File: src/rtl/uart_frame_parser_if.sv
// Byte-stream and frame-result bundle between the UART receiver side (master)
// and the frame parser (slave).
interface uart_frame_parser_if;
    logic [7:0]  byte_in;
    logic        byte_valid;
    logic [15:0] delay_out;
    logic [15:0] width_out;
    logic [15:0] count_out;
    logic        frame_ok;
    logic        frame_err;
    logic        busy;

    modport master (
        output byte_in, byte_valid,
        input  delay_out, width_out, count_out, frame_ok, frame_err, busy
    );

    modport slave (
        input  byte_in, byte_valid,
        output delay_out, width_out, count_out, frame_ok, frame_err, busy
    );
endinterface

File: src/rtl/uart_frame_parser.sv
// Parses 8-byte frames (HDR, D0..D5, XOR checksum) into delay/width/count words,
// with an inter-byte gap timeout that abandons stalled frames.
module uart_frame_parser #(
    parameter logic [7:0] HDR     = 8'hA5,
    parameter int         TIMEOUT = 1000000
) (
    input  logic               clk_Rx,
    input  logic               rst,
    uart_frame_parser_if.slave bus
);
    localparam int GW = $clog2(TIMEOUT + 1);

    typedef enum logic [1:0] {IDLE, PAYLOAD, CHECK} state_t;

    state_t        r_state;
    state_t        w_state_next;
    logic [7:0]    r_shadow [6];
    logic [2:0]    r_index;
    logic [7:0]    r_xor;
    logic [GW-1:0] r_gap;
    logic          r_commit;
    logic [15:0]   r_delay;
    logic [15:0]   r_width;
    logic [15:0]   r_count;
    logic          r_frame_ok;
    logic          r_frame_err;

    logic          w_busy;
    logic          w_hdr_hit;
    logic          w_timeout;
    logic          w_ok_evt;
    logic          w_err_evt;

    // NOTE: sequential state uses non-blocking assignments so every flop samples pre-edge values.
    always_ff @(posedge clk_Rx) begin
        if (rst) r_state <= IDLE;
        else     r_state <= w_state_next;
    end

    // NOTE: the default assignment first guarantees every path drives the signal, so no latch is inferred.
    always_comb begin
        w_state_next = r_state;
        case (r_state)
            IDLE: begin
                if (w_hdr_hit) w_state_next = PAYLOAD;
            end
            PAYLOAD: begin
                if (bus.byte_valid && (r_index == 3'd5)) w_state_next = CHECK;
                else if (w_timeout)                       w_state_next = IDLE;
            end
            CHECK: begin
                if (bus.byte_valid || w_timeout) w_state_next = IDLE;
            end
            default: w_state_next = IDLE;
        endcase
    end

    // A byte arriving on the would-be timeout cycle masks the timeout.
    always_comb begin
        w_busy    = (r_state != IDLE);
        w_hdr_hit = bus.byte_valid && (bus.byte_in == HDR);
        w_timeout = w_busy && !bus.byte_valid && (r_gap == GW'(TIMEOUT - 1));
        w_ok_evt  = (r_state == CHECK) && bus.byte_valid && (bus.byte_in == r_xor);
        w_err_evt = ((r_state == CHECK) && bus.byte_valid && (bus.byte_in != r_xor))
                    || w_timeout;
    end

    // NOTE: the six shadow bytes are cleared on reset too, so their contents are always deterministic.
    always_ff @(posedge clk_Rx) begin
        if (rst) begin
            r_index <= '0;
            r_xor   <= '0;
            r_gap   <= '0;
            for (int i = 0; i < 6; i++) r_shadow[i] <= '0;
        end else begin
            if (r_state == IDLE) begin
                if (w_hdr_hit) begin
                    r_index <= '0;
                    r_xor   <= '0;
                end
            end else if ((r_state == PAYLOAD) && bus.byte_valid) begin
                r_shadow[r_index] <= bus.byte_in;
                r_xor             <= r_xor ^ bus.byte_in;
                r_index           <= r_index + 3'd1;
            end

            if (!w_busy || bus.byte_valid || w_timeout) r_gap <= '0;
            else                                          r_gap <= r_gap + 1'b1;
        end
    end

    // Good checksums pass through r_commit, so results land one edge after the checksum byte.
    always_ff @(posedge clk_Rx) begin
        if (rst) begin
            r_commit    <= 1'b0;
            r_frame_ok  <= 1'b0;
            r_frame_err <= 1'b0;
            r_delay     <= '0;
            r_width     <= '0;
            r_count     <= '0;
        end else begin
            r_commit    <= w_ok_evt;
            r_frame_ok  <= r_commit;
            r_frame_err <= w_err_evt;
            if (r_commit) begin
                r_delay <= {r_shadow[0], r_shadow[1]};
                r_width <= {r_shadow[2], r_shadow[3]};
                r_count <= {r_shadow[4], r_shadow[5]};
            end
        end
    end

    assign bus.delay_out = r_delay;
    assign bus.width_out = r_width;
    assign bus.count_out = r_count;
    assign bus.frame_ok  = r_frame_ok;
    assign bus.frame_err = r_frame_err;
    assign bus.busy      = w_busy;
endmodule

File: src/flat_wrapper.sv
// flat-port wrapper written by rule: the top's interface ports become plain ports
module uart_frame_parser_flat 
#(
    parameter logic [7:0] HDR     = 8'hA5,
    parameter int         TIMEOUT = 1000000
)
  (clk_Rx, rst, bus_byte_in, bus_byte_valid, bus_delay_out, bus_width_out, bus_count_out, bus_frame_ok, bus_frame_err, bus_busy);
  uart_frame_parser_if bus_i ();
  input  logic clk_Rx;
  input  logic rst;
  input wire logic [$bits(bus_i.byte_in)-1:0] bus_byte_in;
  input wire logic [$bits(bus_i.byte_valid)-1:0] bus_byte_valid;
  output wire logic [$bits(bus_i.delay_out)-1:0] bus_delay_out;
  output wire logic [$bits(bus_i.width_out)-1:0] bus_width_out;
  output wire logic [$bits(bus_i.count_out)-1:0] bus_count_out;
  output wire logic [$bits(bus_i.frame_ok)-1:0] bus_frame_ok;
  output wire logic [$bits(bus_i.frame_err)-1:0] bus_frame_err;
  output wire logic [$bits(bus_i.busy)-1:0] bus_busy;
  assign bus_i.byte_in = bus_byte_in;
  assign bus_i.byte_valid = bus_byte_valid;
  assign bus_delay_out = bus_i.delay_out;
  assign bus_width_out = bus_i.width_out;
  assign bus_count_out = bus_i.count_out;
  assign bus_frame_ok = bus_i.frame_ok;
  assign bus_frame_err = bus_i.frame_err;
  assign bus_busy = bus_i.busy;
  uart_frame_parser #(.HDR(HDR), .TIMEOUT(TIMEOUT)) u_core (.clk_Rx(clk_Rx), .rst(rst), .bus(bus_i));
endmodule
File: config.mk
export PLATFORM = sky130hd
export DESIGN_NAME = uart_frame_parser_flat
export DESIGN_NICKNAME = d
export VERILOG_FILES = /design/src/rtl/uart_frame_parser_if.sv /design/src/rtl/uart_frame_parser.sv /design/src/flat_wrapper.sv
export SDC_FILE = /design/constraint.sdc
export NUM_CORES = 1
export LEC_CHECK = 0
export CORE_ASPECT_RATIO = 1.4
export CORE_MARGIN = 8
export CORE_UTILIZATION = 45
export CTS_CLUSTER_SIZE = 10
export DETAILED_ROUTE_END_ITERATION = 7
export GPL_TIMING_DRIVEN = 1
export PLACE_DENSITY = 0.67
export SLEW_MARGIN = 5
export SYNTH_ARGS = -nofsm -noshare
export SYNTH_HDL_FRONTEND = slang
export SYNTH_SLANG_ARGS = --single-unit
File: constraint.sdc
create_clock -name clk_Rx -period 2.4 [get_ports clk_Rx]
set_input_delay 0.6 -clock clk_Rx [delete_from_list [all_inputs] [get_ports clk_Rx]]
set_output_delay 0.6 -clock clk_Rx [all_outputs]
set_load 0.01 [all_outputs]
; After elaboration in Yosys (flattened, before gate mapping)
; Memories as Yosys holds them, arrays and structs flattened. A register that Yosys moved wholly into a read port is not among the register bits.
; Cells that the tools add are included.
[totals]
ram_bits = 48
n_memories = 1
reg_bits = 36
word_cells = 62
inputBits = 11
[memory_table]
columns = memory, words, width, rd, rd_clocked_by_memory_dff, write_ports, line
row1 = u_core.r_shadow, 6, 8, 6, 6, 6, uart_frame_parser.sv:17  ; logic [7:0] r_shadow [6];
[op_classes]
muxes = 20
n_reduce_logical = 21
n_addsub = 2
bitwise_logic = 1
n_eq_ne = 10
[ops]
columns = cell, count
row1 = 2-to-1 mux 8 bit, 4
row2 = adder 20 x 1 -> 20 bit (second input constant), 1
row3 = equality test 20 bit (second input constant), 1
row4 = 2-to-1 mux 3 bit, 4
row5 = equality test 8 bit, 1
row6 = equality test 8 bit (second input constant), 1
row7 = logical AND 1 bit, 8
row8 = 2-to-1 mux 2 bit, 4
row9 = inequality test 8 bit, 1
row10 = OR reduction 8 bit, 1
row11 = XOR 8 bit, 1
row12 = 2-to-1 mux 1 bit, 7
row13 = one-hot mux 2 bit (3 select lines), 1
row14 = logical OR 1 bit, 4
row15 = inequality test 2 x 1 -> 1 bit (second input constant), 2
row16 = nonzero test 2 bit, 2
row17 = adder 3 x 1 -> 3 bit (second input constant), 1
row18 = equality test 3 bit (second input constant), 1
row19 = inequality test 3 x 1 -> 1 bit (second input constant), 1
row20 = AND reduction 3 bit, 1
row21 = equality test 2 x 1 -> 1 bit (second input constant), 1
row22 = equality test 2 bit (second input constant), 1
row23 = logical NOT 1 bit, 2
row24 = logical NOT 2 bit, 1
row25 = 2 further kinds, 2

; Longest topological paths before layout
; Gate-level depths: netlist of run 1.
[logic_depth]
word_depth = 8
mapped_depth = 6

; Worst setup path before layout of run 1
; OpenSTA, ideal clock, no wires.
[synth_timing]
path_type = input to register
from = in bus_byte_valid
to = mem u_core.r_shadow[4][0] (enable)
t_required_ns = 2.090
cell_stages = 6
n_path_buf = 2
setup_time_ns = 0.310
arrival_time_ns = 1.912
setup_slack_ns = 0.177
cell_sequence = clkbuf_1 > nand3b_1 > nor2_1 > a21o_1 > clkbuf_1 > o21ai_1
[synth_lines]
columns = item, line
row1 = start: declaration, flat_wrapper.sv:12  ; input wire logic [$bits(bus_i.byte_valid)-1:0] bus_byte_valid;
row2 = end: declaration, uart_frame_parser.sv:17

; Final worst setup path of run 1
[layout_timing]
from = reg u_core.r_state[0]
to = out bus_busy
[layout_via]
elab_chain_cells = 1
[layout_lines]
columns = item, line
row1 = start: declaration, uart_frame_parser.sv:15  ; state_t r_state;
row2 = start signal: assignment, uart_frame_parser.sv:37  ; else r_state <= w_state_next;
row3 = nonzero test 2 bit, uart_frame_parser.sv:60  ; w_busy = (r_state != IDLE);
row4 = end: declaration, flat_wrapper.sv:18  ; output wire logic [$bits(bus_i.busy)-1:0] bus_busy;
; No other way between the ends.

==> results.md, run 1 <==
* Status: complete, no violations
* Worst r2r src: u_core.r_gap[0]
* Max stage delay on crit path at 0.54 ns
* #FFs+latches synth at 132
* Most common cell after layout, fill and taps aside: nor2_1
* Reg2Reg Capture Point: u_core.r_state[0]
* Cell Area, Synth at 0.00513 sq mm
* First-pass GRT wire length at 18,700 um
* Worst hold path depth at 1
* Part of the power in registers at 0.468
* Vias/cell at 5.11
* LEAKAGE at 2.28 nW
* Final Hold Viols at 0
* Dpl hpwl at 7710 um
* Area occupied by multi-input gates at 0.00187 sq mm
* Ys async rst share at 0
* CTS root buf: clkbuf_16
* Setup crit start: u_core.r_state[0]
* Routed WL at 11,300 um
* Largest net degree at the start of global routing at 62
* Wire per inst at 15.7 um
* Adder-cell share of the synthesized area at 0.00732
* CP max-delay cell: clkdlybuf4s50_1
* Setup violations, final at 0
* RSZ-0062 raised after global routing: no
* Num CTS Buffers at 17
* HP Start: u_core.r_gap[0]
* GP Congestion at 0.822
* Critical Path Start Type: flip-flop
* HP Class: reg2reg
* Synth unique cells at 39
* Die Ht at 142 um
* Post-synth EDFFs at 48
* H-tree depth at 4
* Final worst-path cycle share at 0.914
* Worst slew pin tran at 0.620 ns
* Worst reg-to-reg setup slack at 0.33 ns
* Tot GR Track Use at 0.158
* Switching pwr at 0.988 mW
* Internal Power at 4.04 mW
* Largest family of logic cells by synthesized area: simple AND/OR/NAND/NOR gates
* Max_cap viols at 0
* CP max FO at 7
* FF/Latch Area at 0.00312 sq mm
* Vias in the first global route at 3,672
* # Post-CTS Setup Buffers at 0
* Post_cts resized at 0
* Ports at 62
* Layout Skew at 0.00861 ns
* PnR worst setup slack at 0.206 ns
* Ys flop type: dfxtp_1
* Hold EP: u_core.r_gap[0]
* Worst skew pair latency at 0.41 ns
* Area delta synth->final at 28.3%
* Crit path arrival time at 1.59 ns
* Simple-gate share of the synthesized area at 0.184
* Setup_tns at 0 ns
* Max transition margin at 0.587
* Leading cell types in the layout, fill and taps excluded: nor2_1, dfxtp_1, clkdlybuf4s50_1
* Initial core utilization at 0.457
* PnR Total Power at 5.03 mW
* ANT nets after route at 0
* PwrDens at 764 mW/mm^2
* Part of the power in combinational logic at 0.018
* Sink Count at 132
* Initial antenna violation count at 0
* # diodes at 0
* Iteration-0 DRC Markers at 193
* Minimum clock period at 2.19 ns
* Core Util, Final at 0.587
* Place WS at 0.0792 ns
* Worst EP required at 1.80 ns
* Switching portion of total power at 0.196
* GRT overflow at 0
* Share of cells above drive strength 1 at 0.0938
* Compound-gate portion of the synthesized area at 0.0419
* Clock transition at the registers of the reported paths at 0.06 ns
* Yosys warnings at 0
* CTS tree: built
* Max VDD drop at 497 uV
* I/O Buffers at 61
* Seq/Total Area, Yosys at 0.609
* F_max at 456 MHz
* Die ar. at 0.0151 sq mm
* Via count at 3,678
* Crit-path cells: nor2_1 -> inv_1 -> clkdlybuf4s50_1
* CP Capture Type: output pin
* Setup Crit Path Kind: reg2out
* DRT Pass-1 Iters at 4
* Core Area at 0.0112 sq mm
* Cells after Synth at 485
* Fraction of synthesized area in multiplexers at 0.0936
* Worst r2r path cells at 5
* Post-CTS Hold Buffers at 0
* Final slew viol count at 0
* Fillers at 945
* Die X at 106 um
* Syn nets at 499
* Syn avg cell area at 10.6 sq um
* XOR/XNOR Fraction of Synth Area at 0.0376
* # rows at 46
* Net count, final at 577
* Buffer depth of the longest clock path at 2
* DRC at 0
* Clock share of power at 0.514
==> power groups by stage <==
stage               Combinational, mW  Sequential [mW]  Clock (mW)
floorplan                      0.0424             2.40           0
global placement               0.0890             2.40           0
detailed placement             0.0890             2.40           0
CTS                            0.0895             2.36        2.63
global route                   0.0962             2.36        2.73
finish                         0.0890             2.36        2.59
==> cells in the mapped netlist (all sizes together), types with 3 or more instances <==
cell	instances	area, sq um
or4	4	33.8
edfxtp	48	1440
inv	16	60.1
nor2	125	469
nor4	5	31.3
or3	3	18.8
nand2	24	90.1
xnor2	19	166
clkbuf	11	41.3
xor2	3	26.3
nor3	13	65.1
a21oi	16	80.1
o21ai	12	60.1
ha	3	37.5
nor2b	4	25.0
buf	9	38.8
dfxtp	84	1680
nand3b	3	22.5
o31ai	3	22.5
mux2i	48	480
nand3	9	45.0
nand4	8	65.1
==> critical path: cells and delay by family, from the launching register on <==
family        cells  cell delay [ns]
buf+inv           2             0.64
flops             1             0.43
simple gates      1             0.11
==> final cells by class <==
class / count / area share
clock buffer: 23 / 0.0760
tap: 144 / 0.0274
multi-input combinational: 317 / 0.284
clock inverter: 9 / 0.0148
sequential: 132 / 0.475
timing repair buffer: 79 / 0.114
inverter: 16 / 0.00912
==> sequential cells by signal, indices dropped and copies added (netlist names), 2 cells and up <==
register and cells:
u_core.r_gap 20, u_core.r_shadow 48, bus_delay_out 16, bus_count_out 16, bus_width_out 16, u_core.r_state 2, u_core.r_index 3, u_core.r_xor 8
==> cell families after synthesis <==
family          Yosys count
compound gates           36
simple gates            208
flops                   132
mux                      48
fa+ha+maj                 3
xor+xnor                 22
buf+inv                  36
==> through the flow <==
| step | hold slack (ns) | std cells | cell area [sq um] |
|---|---|---|---|
| 2_1_floorplan | 0.430 | 485 | 5130 |
| 4_1_cts | 0.467 | 720 | 6580 |
| 3_3_place_gp | 0.447 | 688 | 5990 |
| 5_1_grt | 0.481 | 720 | 6580 |
| 3_5_place_dp | 0.452 | 688 | 5990 |
| 6_report | 0.460 | 720 | 6580 |
==> worst max path at each step <==
stage | end | slack, ns | cells after the start
6_report | bus_busy | 0.21 | 3
5_1_grt | bus_busy | 0.14 | 3
4_1_cts | bus_busy | 0.20 | 3
3_5_place_dp | u_core.r_shadow[2][6] | 0.08 | 6
3_3_place_gp | u_core.r_index[1] | 0.13 | 5
2_1_floorplan | u_core.r_shadow[4][0] | 0.18 | 6
==> routing by layer <==
layer  share of wire  vias to the layer above  global-route usage
met5               0                        -                   0
met4           0.018                        0              0.0699
met3           0.059                       14              0.0517
met2            0.53                      110               0.273
met1            0.40                     1731               0.170
li1                -                     1823                   -
Note: power is estimated with default switching activity, not from simulation.
==> run 2: changes to the inputs <==
--- a/config.mk
+++ b/config.mk
@@ -8,6 +8,7 @@
 export CORE_ASPECT_RATIO = 1.4
 export CORE_MARGIN = 8
 export CORE_UTILIZATION = 45
+export CTS_BUF_LIST = sky130_fd_sc_hd__clkbuf_4 sky130_fd_sc_hd__clkbuf_8 sky130_fd_sc_hd__clkbuf_16
 export CTS_CLUSTER_SIZE = 10
 export DETAILED_ROUTE_END_ITERATION = 7
 export GPL_TIMING_DRIVEN = 1
==> run 2 against run 1 <==
Effect of this change:
- non-clock buffer count unchanged
- first-iteration DRC count increased by 3.6%
- sequential share of layout area decreased by 0.081 points
- critical path type unchanged
- critical endpoint unchanged
==> results.md, run 2 (same netlist as run 1, synthesis figures left out) <==
* Num CTS Buffers at 17 (unchanged)
* Setup_tns at 0 ns (unchanged)
* Dpl hpwl at 7710 um (unchanged)
* ANT nets after route at 0 (unchanged)
* Final slew viol count at 0 (unchanged)
* HP Class: reg2reg
* Most common cell after layout, fill and taps aside: nor2_1
* Status: complete, no violations
* Leading cell types in the layout, fill and taps excluded: nor2_1, dfxtp_1, clkdlybuf4s50_1
* First-pass GRT wire length at 18,400 um (-1.7%)
* Largest registers: u_core.r_shadow: 48 flops, u_core.r_gap: 20 flops
* DRC at 0 (unchanged)
* Post-CTS Hold Buffers at 0 (unchanged)
* Die ar. at 0.0151 sq mm (unchanged)
* LEAKAGE at 2.29 nW (+0.45%)
* Vias in the first global route at 3,616 (-1.5%)
* Vias/cell at 5.11 (+0.11%)
* Via count at 3,682 (+0.11%)
* Share of cells above drive strength 1 at 0.0990 (+0.00521)
* Largest register by flop count: u_core.r_shadow
* Post_cts resized at 0 (unchanged)
* Worst slew pin tran at 0.631 ns (+0.0112 ns)
* Largest net degree at the start of global routing at 62 (unchanged)
* Initial core utilization at 0.457 (unchanged)
* CP max FO at 7 (unchanged)
* Area delta synth->final at 28.5%
* F_max at 456 MHz (about the same)
* Die X at 106 um (unchanged)
* Worst EP required at 1.80 ns (about the same)
* Final Hold Viols at 0 (unchanged)
* Worst skew pair latency at 0.40 ns (about the same)
* Core Area at 0.0112 sq mm (unchanged)
* Ports at 62 (unchanged)
* H-tree depth at 4 (unchanged)
* CTS root buf: clkbuf_16
* # diodes at 0 (unchanged)
* Tot GR Track Use at 0.155 (-0.00296)
* # Post-CTS Setup Buffers at 0 (unchanged)
* Largest register FFs at 48 (unchanged)
* Final worst-path cycle share at 0.914 (about the same)
* WHS at 0.460 ns (-0.0000300 ns)
* PnR Total Power at 5.04 mW (+0.25%)
* Crit-path cells: nor2_1 -> inv_1 -> clkdlybuf4s50_1
* Setup Crit Path Kind: reg2out
* GP Congestion at 0.822 (unchanged)
* Setup violations, final at 0 (unchanged)
* Net count, final at 577 (unchanged)
* Clock transition at the registers of the reported paths at 0.06 ns (about the same)
* I/O Buffers at 61 (unchanged)
* Crit path arrival time at 1.59 ns (about the same)
* Max stage delay on crit path at 0.55 ns (about the same)
* CP Capture Type: output pin
* Initial antenna violation count at 0 (unchanged)
* CTS tree: built
* CP max-delay cell: clkdlybuf4s50_1
* DRT Pass-1 Iters at 5 (+1)
* GRT overflow at 0 (unchanged)
* Worst Path Buf+Inv at 2 (unchanged)
* Max VDD drop at 489 uV (-1.5%)
* Cell family with most CP delay: buffers and inverters
* Max_cap viols at 0 (unchanged)
* # rows at 46 (unchanged)
* Max transition margin at 0.579 (-0.00747)
* RSZ-0062 raised after global routing: no
* Critical Path Start Type: flip-flop
* PwrDens at 765 mW/mm^2 (about the same)
* Buffer depth of the longest clock path at 2 (unchanged)
* Wire per inst at 15.4 um (-2.2%)
* Iteration-0 DRC Markers at 200 (+3.6%)
* Routed WL at 11,100 um (-2.2%)
* Layout Skew at 0.00742 ns (-0.00119 ns)
* Die Ht at 142 um (unchanged)
* Minimum clock period at 2.19 ns (-0.00130 ns)
* Sink Count at 132 (unchanged)
## run 2: metal layers
layer  vias to the layer above  routed length (um)  GRT usage
met5                         -                   0          0
met2                       118                5740      0.265
met1                      1733                4500      0.170
li1                       1819                   -          -
met3                        12                 636     0.0503
met4                         0                 189     0.0699
## run 2: power by group
part / switching (mW) / internal (mW)
sequential: 0.0124 / 2.34
combinational: 0.0581 / 0.0308
clock: 0.896 / 1.70
total: 0.967 / 4.08
## run 2: worst register-to-register path: stages (launching register included)
cell     delay [ns]
dfxtp_1        0.37
ha_1           0.27
nand4_4        0.18
or4_4          0.57
or3_1          0.39
and3_1         0.18
## run 2: worst paths after layout
kind	startpoint	endpoint	cells after the start	slack [ns]
max	u_core.r_state[0]	bus_busy	3	0.21
min	u_core.r_gap[0]	u_core.r_gap[0]	1	0.46
max reg2reg	u_core.r_gap[0]	u_core.r_state[0]	5	0.33
min reg2reg	u_core.r_gap[0]	u_core.r_gap[0]	1	0.46
## run 2: final cells by class
type / count / area [sq um]
inverters: 16 / 60.1
flip-flops and latches: 132 / 3120
fillers: 943 / 4630
clock inverters: 9 / 97.6
multi-input cells: 317 / 1870
well taps: 144 / 180
clock buffers: 23 / 512
repair buffers: 79 / 753
## run 2: stage by stage
step            util  cells  setup WS, ns  cell area, sq um
2_1_floorplan      -    485         0.177              5130
3_3_place_gp   0.533    688         0.133              5990
3_5_place_dp   0.533    688        0.0792              5990
4_1_cts        0.588    720         0.202              6600
5_1_grt        0.588    720         0.137              6600
6_report       0.588    720         0.207              6600
==> run 3: changes to the inputs <==
--- a/config.mk
+++ b/config.mk
@@ -6,7 +6,7 @@
 export NUM_CORES = 1
 export LEC_CHECK = 0
 export CORE_ASPECT_RATIO = 1.4
-export CORE_MARGIN = 8
+export CORE_MARGIN = 2
 export CORE_UTILIZATION = 45
 export CTS_BUF_LIST = sky130_fd_sc_hd__clkbuf_4 sky130_fd_sc_hd__clkbuf_8 sky130_fd_sc_hd__clkbuf_16
 export CTS_CLUSTER_SIZE = 10
==> constraint.sdc (replaced) <==
create_clock -name clk_Rx -period 2.3 [get_ports clk_Rx]
set_input_delay 0.575 -clock clk_Rx [delete_from_list [all_inputs] [get_ports clk_Rx]]
set_output_delay 0.575 -clock clk_Rx [all_outputs]
set_load 0.01 [all_outputs]
==> run 3 against run 2 <==
Effect of this change:
- critical endpoint unchanged
- flip-flop and latch count unchanged
- sequential share of layout area barely moved
- combinational power is 8.9% higher
- non-clock buffer count increased by 3
- worst setup slack got worse by 0.073 ns
==> results.md, run 3 (same netlist as run 1, synthesis figures left out) <==
* Status: complete, no violations
* Sink Count at 132 (unchanged)
* Post-route insts no fill at 723 (+0.42%)
* Worst r2r path cells at 6 (+1)
* Final worst-path cycle share at 0.942
* HP Class: reg2reg
* # Post-CTS Setup Buffers at 0 (unchanged)
* Area occupied by multi-input gates at 0.00187 sq mm (unchanged)
* Cells after DPL at 691 (+0.44%)
* Critical Path Start Type: flip-flop
* FF/Latch Area at 0.00312 sq mm (unchanged)
* Vias in the first global route at 3,546 (-1.9%)
* Final Hold Viols at 0 (unchanged)
* CTS tree: built
* Core Util, Final at 0.588 (about the same)
* Worst skew pair latency at 0.41 ns (about the same)
* Die Ht at 130 um (-8.4%)
* Post_cts resized at 0 (unchanged)
* Area delta synth->final at 28.6% (about the same)
* Max transition margin at 0.682 (+0.103)
* RSZ-0062 raised after global routing: no
* I/O Buffers at 61 (unchanged)
* CP Capture Type: output pin
* Max VDD drop at 521 uV (+6.4%)
* H-tree depth at 4 (unchanged)
* Clock transition at the registers of the reported paths at 0.05 ns (about the same)
* Fillers at 978 (+3.7%)
* LEAKAGE at 2.28 nW (-0.59%)
* WHS at 0.460 ns (-0.000253 ns)
* Iteration-0 DRC Markers at 196 (-2.0%)
* Setup Crit Path Kind: reg2out
* Setup violations, final at 0 (unchanged)
* Routed WL at 10,600 um (-3.8%)
* Leading cell types in the layout, fill and taps excluded: nor2_1, dfxtp_1, clkdlybuf4s50_1
* GP Congestion at 0.794 (-3.4%)
* Max stage delay on crit path at 0.55 ns (about the same)
* Minimum clock period at 2.17 ns
* Layout Skew at 0.00613 ns (-0.00129 ns)
* DRT Pass-1 Iters at 4 (-1)
* Largest registers: u_core.r_shadow: 48 flops, u_core.r_gap: 20 flops
* First-pass GRT wire length at 17,300 um (-5.9%)
* Die X at 94.3 um (-11%)
* Ports at 62 (unchanged)
* Core Area at 0.0112 sq mm (unchanged)
* Net count, final at 580 (+0.52%)
* Die ar. at 0.0123 sq mm (-19%)
* Largest register by flop count: u_core.r_shadow
* Largest register FFs at 48 (unchanged)
* Most common cell after layout, fill and taps aside: nor2_1
* F_max at 462 MHz
* Via count at 3,636 (-1.2%)
* Buffer depth of the longest clock path at 2 (unchanged)
* Final slew viol count at 0 (unchanged)
* Worst hold path depth at 1 (unchanged)
* PwrDens at 775 mW/mm^2 (+1.3%)
* Largest net degree at the start of global routing at 65 (+4.8%)
* Post-CTS Hold Buffers at 0 (unchanged)
* Worst EP required at 1.73 ns (-0.07 ns)
* CTS root buf: clkbuf_16
* Setup_tns at 0 ns (unchanged)
* CP max FO at 7 (unchanged)
* Crit-path cells: nor2_1 -> inv_1 -> clkdlybuf4s50_1
* # rows at 46 (unchanged)
* Initial core utilization at 0.457 (unchanged)
* # diodes at 0 (unchanged)
* Worst slew pin tran at 0.470 ns (-0.162 ns)
* Wire per inst at 14.7 um (-4.2%)
* Share of cells above drive strength 1 at 0.105 (+0.00640)
* ANT nets after route at 0 (unchanged)
* Num CTS Buffers at 17 (unchanged)
* Vias/cell at 5.03 (-1.7%)
* Initial antenna violation count at 0 (unchanged)
* Tot GR Track Use at 0.185 (+0.0305)
* Dpl hpwl at 7270 um (-5.7%)
* DRC at 0 (unchanged)
* PnR Total Power at 5.11 mW (+1.3%)
* GRT overflow at 0 (unchanged)
* Crit path arrival time at 1.59 ns (about the same)
* CP max-delay cell: clkdlybuf4s50_1
* Max_cap viols at 0 (unchanged)
-- run 3: power by group --
part	total (mW)	internal [mW]	switching, mW	leakage [nW]
combinational	0.0968	0.0358	0.0610	0.830
clock	2.56	1.56	1.00	0.277
sequential	2.46	2.44	0.0114	1.17
-- run 3: metal layers --
layer  GRT usage  share of wire  vias up
li1            -              -     1823
met4      0.0878          0.023        0
met2       0.311           0.51       66
met5           0              0        -
met3      0.0520          0.034       21
met1       0.219           0.43     1726
-- run 3: worst max-delay path: cells and delay by family (launching register included) --
kind | cells | cell delay, ns
simple gates | 1 | 0.11
flops | 1 | 0.43
buf+inv | 2 | 0.64
-- run 3: layout make-up --
cell class              count  area share
multi-input cells         317       0.283
well taps                 144      0.0273
inverters                  16     0.00910
repair buffers             82       0.119
clock inverters            11      0.0110
flip-flops and latches    132       0.474
clock buffers              21      0.0763
-- run 3: through the flow --
stage | instance area, sq um | worst slack, ns
global route | 6600 | 0.0570
floorplan | 5130 | 0.102
global placement | 6020 | 0.0888
detailed placement | 6020 | 0.0670
CTS | 6600 | 0.127
finish | 6600 | 0.134
-- run 3: final timing paths --
| path | to | from | slack [ns] |
|---|---|---|---|
| worst max register to register | u_core.r_gap[18] | u_core.r_gap[0] | 0.30 |
| worst max-delay path | bus_busy | u_core.r_state[0] | 0.13 |
| worst min register to register | u_core.r_gap[0] | u_core.r_gap[0] | 0.46 |
| worst min-delay path | u_core.r_gap[0] | u_core.r_gap[0] | 0.46 |
